$ cat src/rtl/zle_arb2.sv
// -----------------------------------------------------------------------------
// zle_arb2 -- two-source burst arbiter in front of a shared zero-run encoder.
//
// Grants one source (A or B) at a time for a burst of BURST accepted tokens.
// While a grant is active, the granted stream is passed straight through
// combinationally to the encoder. When a grant ends, a one-cycle o_rel pulse
// lets the encoder flush its pending zero run before the other source is
// granted. When both sources are valid, round-robin selects between them.
//
// Optional feature macro: ZLE_ARB_EARLY_REL_EN
//   When this macro is defined, a granted source that stays invalid for
//   IDLE_MAX consecutive cycles loses its grant early.
//
// Parameters:
//   W        data width of every stream
//   BURST    accepted tokens per grant (2..255)
//   IDLE_MAX starved cycles before early release (macro builds only)
//
// Ports:
//   clock, reset        single clock; synchronous active-high reset
//   a_d/a_v/a_b         requester A data, valid, backpressure (out)
//   b_d/b_v/b_b         requester B data, valid, backpressure (out)
//   o_d/o_v/o_b         stream to the encoder (o_b is backpressure in)
//   o_sel               source of the current grant (0=A, 1=B)
//   o_rel               one-cycle end-of-grant pulse
// -----------------------------------------------------------------------------
module zle_arb2 #(
  parameter int W        = 7,
  parameter int BURST    = 8,
  parameter int IDLE_MAX = 4
) (
  input  logic         clock,
  input  logic         reset,
  input  logic [W-1:0] a_d,
  input  logic         a_v,
  output logic         a_b,
  input  logic [W-1:0] b_d,
  input  logic         b_v,
  output logic         b_b,
  output logic [W-1:0] o_d,
  output logic         o_v,
  input  logic         o_b,
  output logic         o_sel,
  output logic         o_rel
);

  typedef enum logic [1:0] {IDLE, GNT_A, GNT_B, REL} state_t;

  localparam logic [7:0] CNT_LAST = 8'(BURST - 1);

  state_t     state_q;
  logic       rr_q;      // 0: A wins a tie, 1: B wins a tie
  logic [7:0] cnt_q;     // tokens accepted in the current grant
  logic       xfer;      // output transfer this cycle
  logic       gnt_v;     // valid of the currently granted source

  // Outputs are decoded from the state with a combinational data mux.
  // The reset input overrides everything, so a cycle with reset high can
  // never carry a transfer or a release pulse.
  always_comb begin
    a_b   = 1'b1;
    b_b   = 1'b1;
    o_v   = 1'b0;
    o_d   = a_d;
    o_sel = 1'b0;
    o_rel = 1'b0;
    if (!reset) begin
      case (state_q)
        GNT_A: begin
          o_v = a_v;
          a_b = o_b;
          o_d = a_d;
        end
        GNT_B: begin
          o_v   = b_v;
          b_b   = o_b;
          o_d   = b_d;
          o_sel = 1'b1;
        end
        REL:     o_rel = 1'b1;
        default: ;
      endcase
    end
  end

  assign xfer  = o_v && !o_b;
  assign gnt_v = (state_q == GNT_B) ? b_v : a_v;

`ifdef ZLE_ARB_EARLY_REL_EN
  localparam logic [7:0] IDLE_LAST = 8'(IDLE_MAX - 1);
  logic [7:0] idle_q;    // consecutive cycles the granted source was invalid
`else
  logic unused_idle_max;
  assign unused_idle_max = (IDLE_MAX != 0);
`endif

  always_ff @(posedge clock) begin
    if (reset) begin
      state_q <= IDLE;
      rr_q    <= 1'b0;
      cnt_q   <= 8'd0;
`ifdef ZLE_ARB_EARLY_REL_EN
      idle_q  <= 8'd0;
`endif
    end else begin
      case (state_q)
        IDLE: begin
          cnt_q <= 8'd0;
`ifdef ZLE_ARB_EARLY_REL_EN
          idle_q <= 8'd0;
`endif
          if (a_v && b_v)  state_q <= rr_q ? GNT_B : GNT_A;
          else if (a_v)    state_q <= GNT_A;
          else if (b_v)    state_q <= GNT_B;
        end
        GNT_A, GNT_B: begin
          if (xfer) begin
            cnt_q <= cnt_q + 8'd1;
            if (cnt_q == CNT_LAST) begin
              state_q <= REL;
              rr_q    <= (state_q == GNT_A);  // point at the other source
            end
          end
`ifdef ZLE_ARB_EARLY_REL_EN
          // A transfer implies gnt_v=1, so this never races the burst end.
          if (gnt_v) begin
            idle_q <= 8'd0;
          end else if (idle_q == IDLE_LAST) begin
            state_q <= REL;
            rr_q    <= (state_q == GNT_A);
          end else begin
            idle_q <= idle_q + 8'd1;
          end
`endif
        end
        REL:     state_q <= IDLE;
        default: state_q <= IDLE;
      endcase
    end
  end

`ifndef ZLE_ARB_EARLY_REL_EN
  logic unused_gnt_v;
  assign unused_gnt_v = gnt_v;
`endif

endmodule

$ cat config.mk
export PLATFORM = sky130hd
export DESIGN_NAME = zle_arb2
export DESIGN_NICKNAME = d
export VERILOG_FILES = /design/src/rtl/zle_arb2.sv
export SDC_FILE = /design/constraint.sdc
export NUM_CORES = 1
export LEC_CHECK = 0
export ABC_AREA = 0
export CAP_MARGIN = 25
export CORE_MARGIN = 3
export CORE_UTILIZATION = 46
export CTS_CLUSTER_DIAMETER = 150
export DETAILED_ROUTE_END_ITERATION = 12
export PLACE_DENSITY = 0.94
export REMOVE_ABC_BUFFERS = 1
export SLEW_MARGIN = 40
export SYNTH_ARGS = -nofsm -noshare
export SYNTH_HDL_FRONTEND = slang
export SYNTH_SLANG_ARGS = --single-unit
$ cat constraint.sdc
create_clock -name clock -period 4.4 [get_ports clock]
set_clock_uncertainty 0.15 [all_clocks]
set_input_delay 1.32 -clock clock [delete_from_list [all_inputs] [get_ports clock]]
set_output_delay 1.32 -clock clock [all_outputs]
set_load 0.05 [all_outputs]
* Yosys cells after proc, flatten, opt, wreduce, memory -nomap -nowiden
Cells that the tools add are included.
Storage, ports and cells: register bits after elaboration 11, output and inout bits 12, word-level logic and storage cells 41
Operators by class: add/subtract/negate cells 1, eq/ne operators 7, multiplexer cells 21, reductions and logical operators 9
Operators with widths (count):
- 8-bit one-hot mux with 2 select lines | 1
- 7-bit 2-to-1 mux | 2
- 2-bit 2-to-1 mux | 6
- 1-bit 2-to-1 mux | 9
- 8-bit by 1-bit adder with 8-bit output, second input constant | 1
- 8-bit by 3-bit equality test with 1-bit output, second input constant | 1
- 8-bit 2-to-1 mux | 1
- 2-bit one-hot mux with 3 select lines | 1
- 3-bit AND reduction | 2
- 2-bit equality test, second input constant | 2
- 2-bit != test, second input constant | 2
- 4-bit != test, second input constant | 1
- 2-bit by 1-bit equality test with 1-bit output, second input constant | 1
- 1-bit logical AND | 2
- 2-bit zero test | 1
- 1-bit one-hot mux with 2 select lines | 1
- 2-bit AND reduction | 1
- 2-bit nonzero test | 1
- 2-bit OR reduction | 1
- 1-bit zero test | 1

* Longest topological paths before layout
word-level depth 6, depth in mapped cells 7, depth with buffers taken out 6

* Worst setup path before layout
No wires, ideal clock.
path kind input port to output port, from in reset, to out o_d[0], arrival time 2.609 ns, setup slack 0.321 ns, stages 3, path buffers 1, cell sequence nor2b_1 clkbuf_1 mux2_2
On the way: word-level cells in the longest chain between the ends 1
Ends and longest elaborated chain:
- start, declared | RTL line 33 | input logic reset,
- 7-bit 2-to-1 mux | RTL line 67 | if (!reset) begin
- end, declared | RTL line 40 | output logic [W-1:0] o_d,
No other way between the ends.

* Final worst setup path
from in reset, to out o_d[4]
Same word-level chain as after synthesis.

==> summary.md <==
| Metric | Value |
|---|---|
| Place WS | approximately 340 ps |
| First-pass GRT wire length | between 3 and 4 mm |
| Register area | about 220 um2 |
| Worst skew pair latency | around 270 ps |
| Critical path peak fanout | 9 |
| Worst setup EP type | output port |
| Post-Synth Simple-Gate Area | 0.274 |
| GPL Wtd Cong | approximately 0.76 |
| Startpoint type of the worst setup path | input port |
| Die span in y | 48.4 um |
| Sw power | between 0.0002 and 0.0003 W |
| Final worst slack | 333 ps |
| Antenna violations before repair | 0 |
| CP top delay family | buffers and inverters |
| Antenna Violating Nets Remaining | 0 |
| TritonCTS clock tree | done |
| # rows | 14 |
| Io pins | 31 |
| CTS max path bufs | 2 |
| Pin count of the biggest net entering global routing | 13 |
| Grt ovf | 0 |
| Hold Crit Class | reg -> reg |
| Input/output buffers | 30 |
| Combinational power share | 0.642 |
| Slowest CP cell | clkdlybuf4s50_1 |
| Antenna Cells | 0 |
| Post-route DRC | 0 |
| Crit path buf inv count | 3 |
| Mux cell area share after synthesis | 0.0955 |
| Post-Layout Cell Count | about 160 |
| # nets final | between 150 and 200 |
| Root Buffer | clkbuf_4 |
| Total track usage | 0.212 |
| Detailed placement HPWL | between 1.5 and 2 mm |
| Cell Pwr Density | 441 nW/um2 |
| Warnings, synthesis | 0 |
| Clk slew on worst S/H paths | 70 ps |
| Area of the multi-input gates | ~560 um2 |
| Ys flop type | dfxtp_1 |
| Max Cap Violations | 0 |
| Setup violators final | 0 |
| Part of the power in registers | 0.224 |
| Register area share after synthesis | 0.267 |
| Post-synthesis adder-cell area fraction | 0.0909 |
| Hold Vio Cnt, Final | 0 |
| Num Clock Sinks | 11 |
| Least-Margin Pin Slew | slightly above 400 ps |
| Critical path type | in -> out |
| Hold buffers post-CTS | 0 |
| Vias in the first global route | around 860 |
| Syn avg cell area | ~8.1 um2 |
| Vias | slightly below 900 |
| Slew HR | 0.727 |
| Top area cells in the synthesized netlist | dfxtp_1 27%, mux2_2 9.5%, ha_1 9.1% |
| RSZ-0062 raised after global routing | false |
| Clock share of power | 0.134 |
| Post-synth ARST share | 0 |
| Synth Instances | ~100 |
| Cts bufs inserted | 3 |
| Synth area leader | dfxtp_1 |
| CP required | between 2000 and 3000 ps |
| Final Cycle Share | 0.924 |
| Fin. max-slew vios | 0 |
| Yosys top cell area share | 0.267 |
| Core Util, Final | 0.751 |
| Int Power | 0.000278 W |
| Die X-Extent | between 40 and 50 um |
| H-tree level count | 1 |
| Xor/xnor share of the synthesized area | 0 |
| Fmax | 246 MHz |
| Initial DRT Pass Iterations | 4 |
| Sw frac | 0.473 |
| Synth Register Bits | 11 |
| Cell Area, Synth | 826 um2 |
| WP data arrival | 2600 ps |
| Share of post-route cells with drive strength above 1 | 0.218 |
| Slowest stage delay, CP | 420 ps |
| Drt initial violations | between 40 and 50 |
| Fill cell count | 117 |
| Wire length per cell | approximately 15 um |
| Postcts setup bufs | 0 |
| Status | completed |
| Crit path top cell by count | buf_4 |
| CTS resizes | 0 |
| Worst IR drop on VDD | approximately 0.00038 V |
| Die area | 2340 um2 |
| P_leak | between 0.4 and 0.5 nW |
| P&R area growth vs syn | 45.0% |
| Number of distinct library cells after synthesis | 32 |
| WHS | around 350 ps |
| Total Wirelength | approximately 2.3 mm |
| Largest family of logic cells by synthesized area | simple AND/OR/NAND/NOR gates |
| Top cells by count, synth | 11 x dfxtp_1, 9 x a21oi_1, 7 x mux2_2, 7 x nand2_1 |
| Via density per instance | between 5 and 6 |
| Most common cell in the netlist | dfxtp_1 |
| Worst-path cell chain | clkdlybuf4s50_1 -> nor2b_1 -> buf_4 -> mux2_2 -> buf_4 |
| Synth Area in Compound Gates | 0.221 |
| Core ar. | between 1500 and 2000 um2 |
| Post-synth EDFFs | 0 |
| Final critical path time including I/O delays and setup | between 4000 and 5000 ps |
| Placed cells | 153 |
| Initial Utilization | 0.518 |
cells by family after synthesis:
logic type | after synthesis
buffers and inverters | 11
AOI/OAI and AO/OA | 27
muxes | 7
DFF | 11
and+or+nand+nor | 40
adders and majority gates | 6
final timing paths:
path / start / end / slack [ps] / cells after the start
setup / recovery: reset / o_d[4] / 330 / 5
hold / removal: cnt_q[7]$_SDFFE_PP0P_ / cnt_q[7]$_SDFFE_PP0P_ / 350 / 2
setup reg to reg: state_q[0]$_SDFFE_PP0P_ / cnt_q[7]$_SDFFE_PP0P_ / 1950 / 6
hold reg to reg: cnt_q[7]$_SDFFE_PP0P_ / cnt_q[7]$_SDFFE_PP0P_ / 350 / 2
power groups by stage:
| stage | Combinational (W) | Sequential (W) | Clock [W] |
|---|---|---|---|
| 2_1_floorplan | 0.000234 | 0.000118 | 0 |
| 3_3_place_gp | 0.000325 | 0.000120 | 0 |
| 3_5_place_dp | 0.000331 | 0.000121 | 0 |
| 4_1_cts | 0.000336 | 0.000118 | 0.0000733 |
| 5_1_grt | 0.000365 | 0.000120 | 0.0000809 |
| 6_report | 0.000339 | 0.000118 | 0.0000707 |
worst min-delay path: stages (launching register included):
cell     delay (ps)
dfxtp_1         330
o31ai_1          70
a21oi_1          60
cells in the final DEF (no fill, tap or decap), drive strengths merged:
cell type and instances:
clkdlybuf4s50 18, buf 14, dfxtp 11, a21oi 10
mux2 7, nand2 7, inv 6, ha 6
nor2 5, nand3 5, nor2b 4, o21ai 4
clkbuf 4, and3 3, and2 3, nand4 3
or3 3, a211oi 3, nor3 2, a211o 2
a32oi 2, nor3b 2, a22o 1, nand2b 1
o31ai 1, or4 1, or2 1, a32o 1
a31o 1, a31oi 1, a21bo 1
state kept, by name (all words and copies together), names as in the netlist:
name	cells
cnt_q	8
rr_q	1
state_q	2
cell type report:
type / count / area share
multi-input combinational: 80 / 0.470
sequential: 11 / 0.184
tap: 24 / 0.0251
clock buffer: 4 / 0.0219
timing repair buffer: 32 / 0.280
inverter: 6 / 0.0188
stage by stage:
step | cell area [um2] | total power [W] | setup TNS [ps]
4_1_cts | 1200 | 0.000528 | 0
3_3_place_gp | 1170 | 0.000445 | 0
2_1_floorplan | 806 | 0.000352 | -42.1
5_1_grt | 1200 | 0.000566 | 0
6_report | 1200 | 0.000529 | 0
3_5_place_dp | 1170 | 0.000452 | 0
layer usage:
metal	wire length (um)	GRT usage	up-vias
met1	892	0.234	408
met4	63	0.0948	0
met2	1260	0.383	29
met5	0	0	-
met3	108	0.0521	6
li1	-	-	435
(Power assumes the default switching activity.)
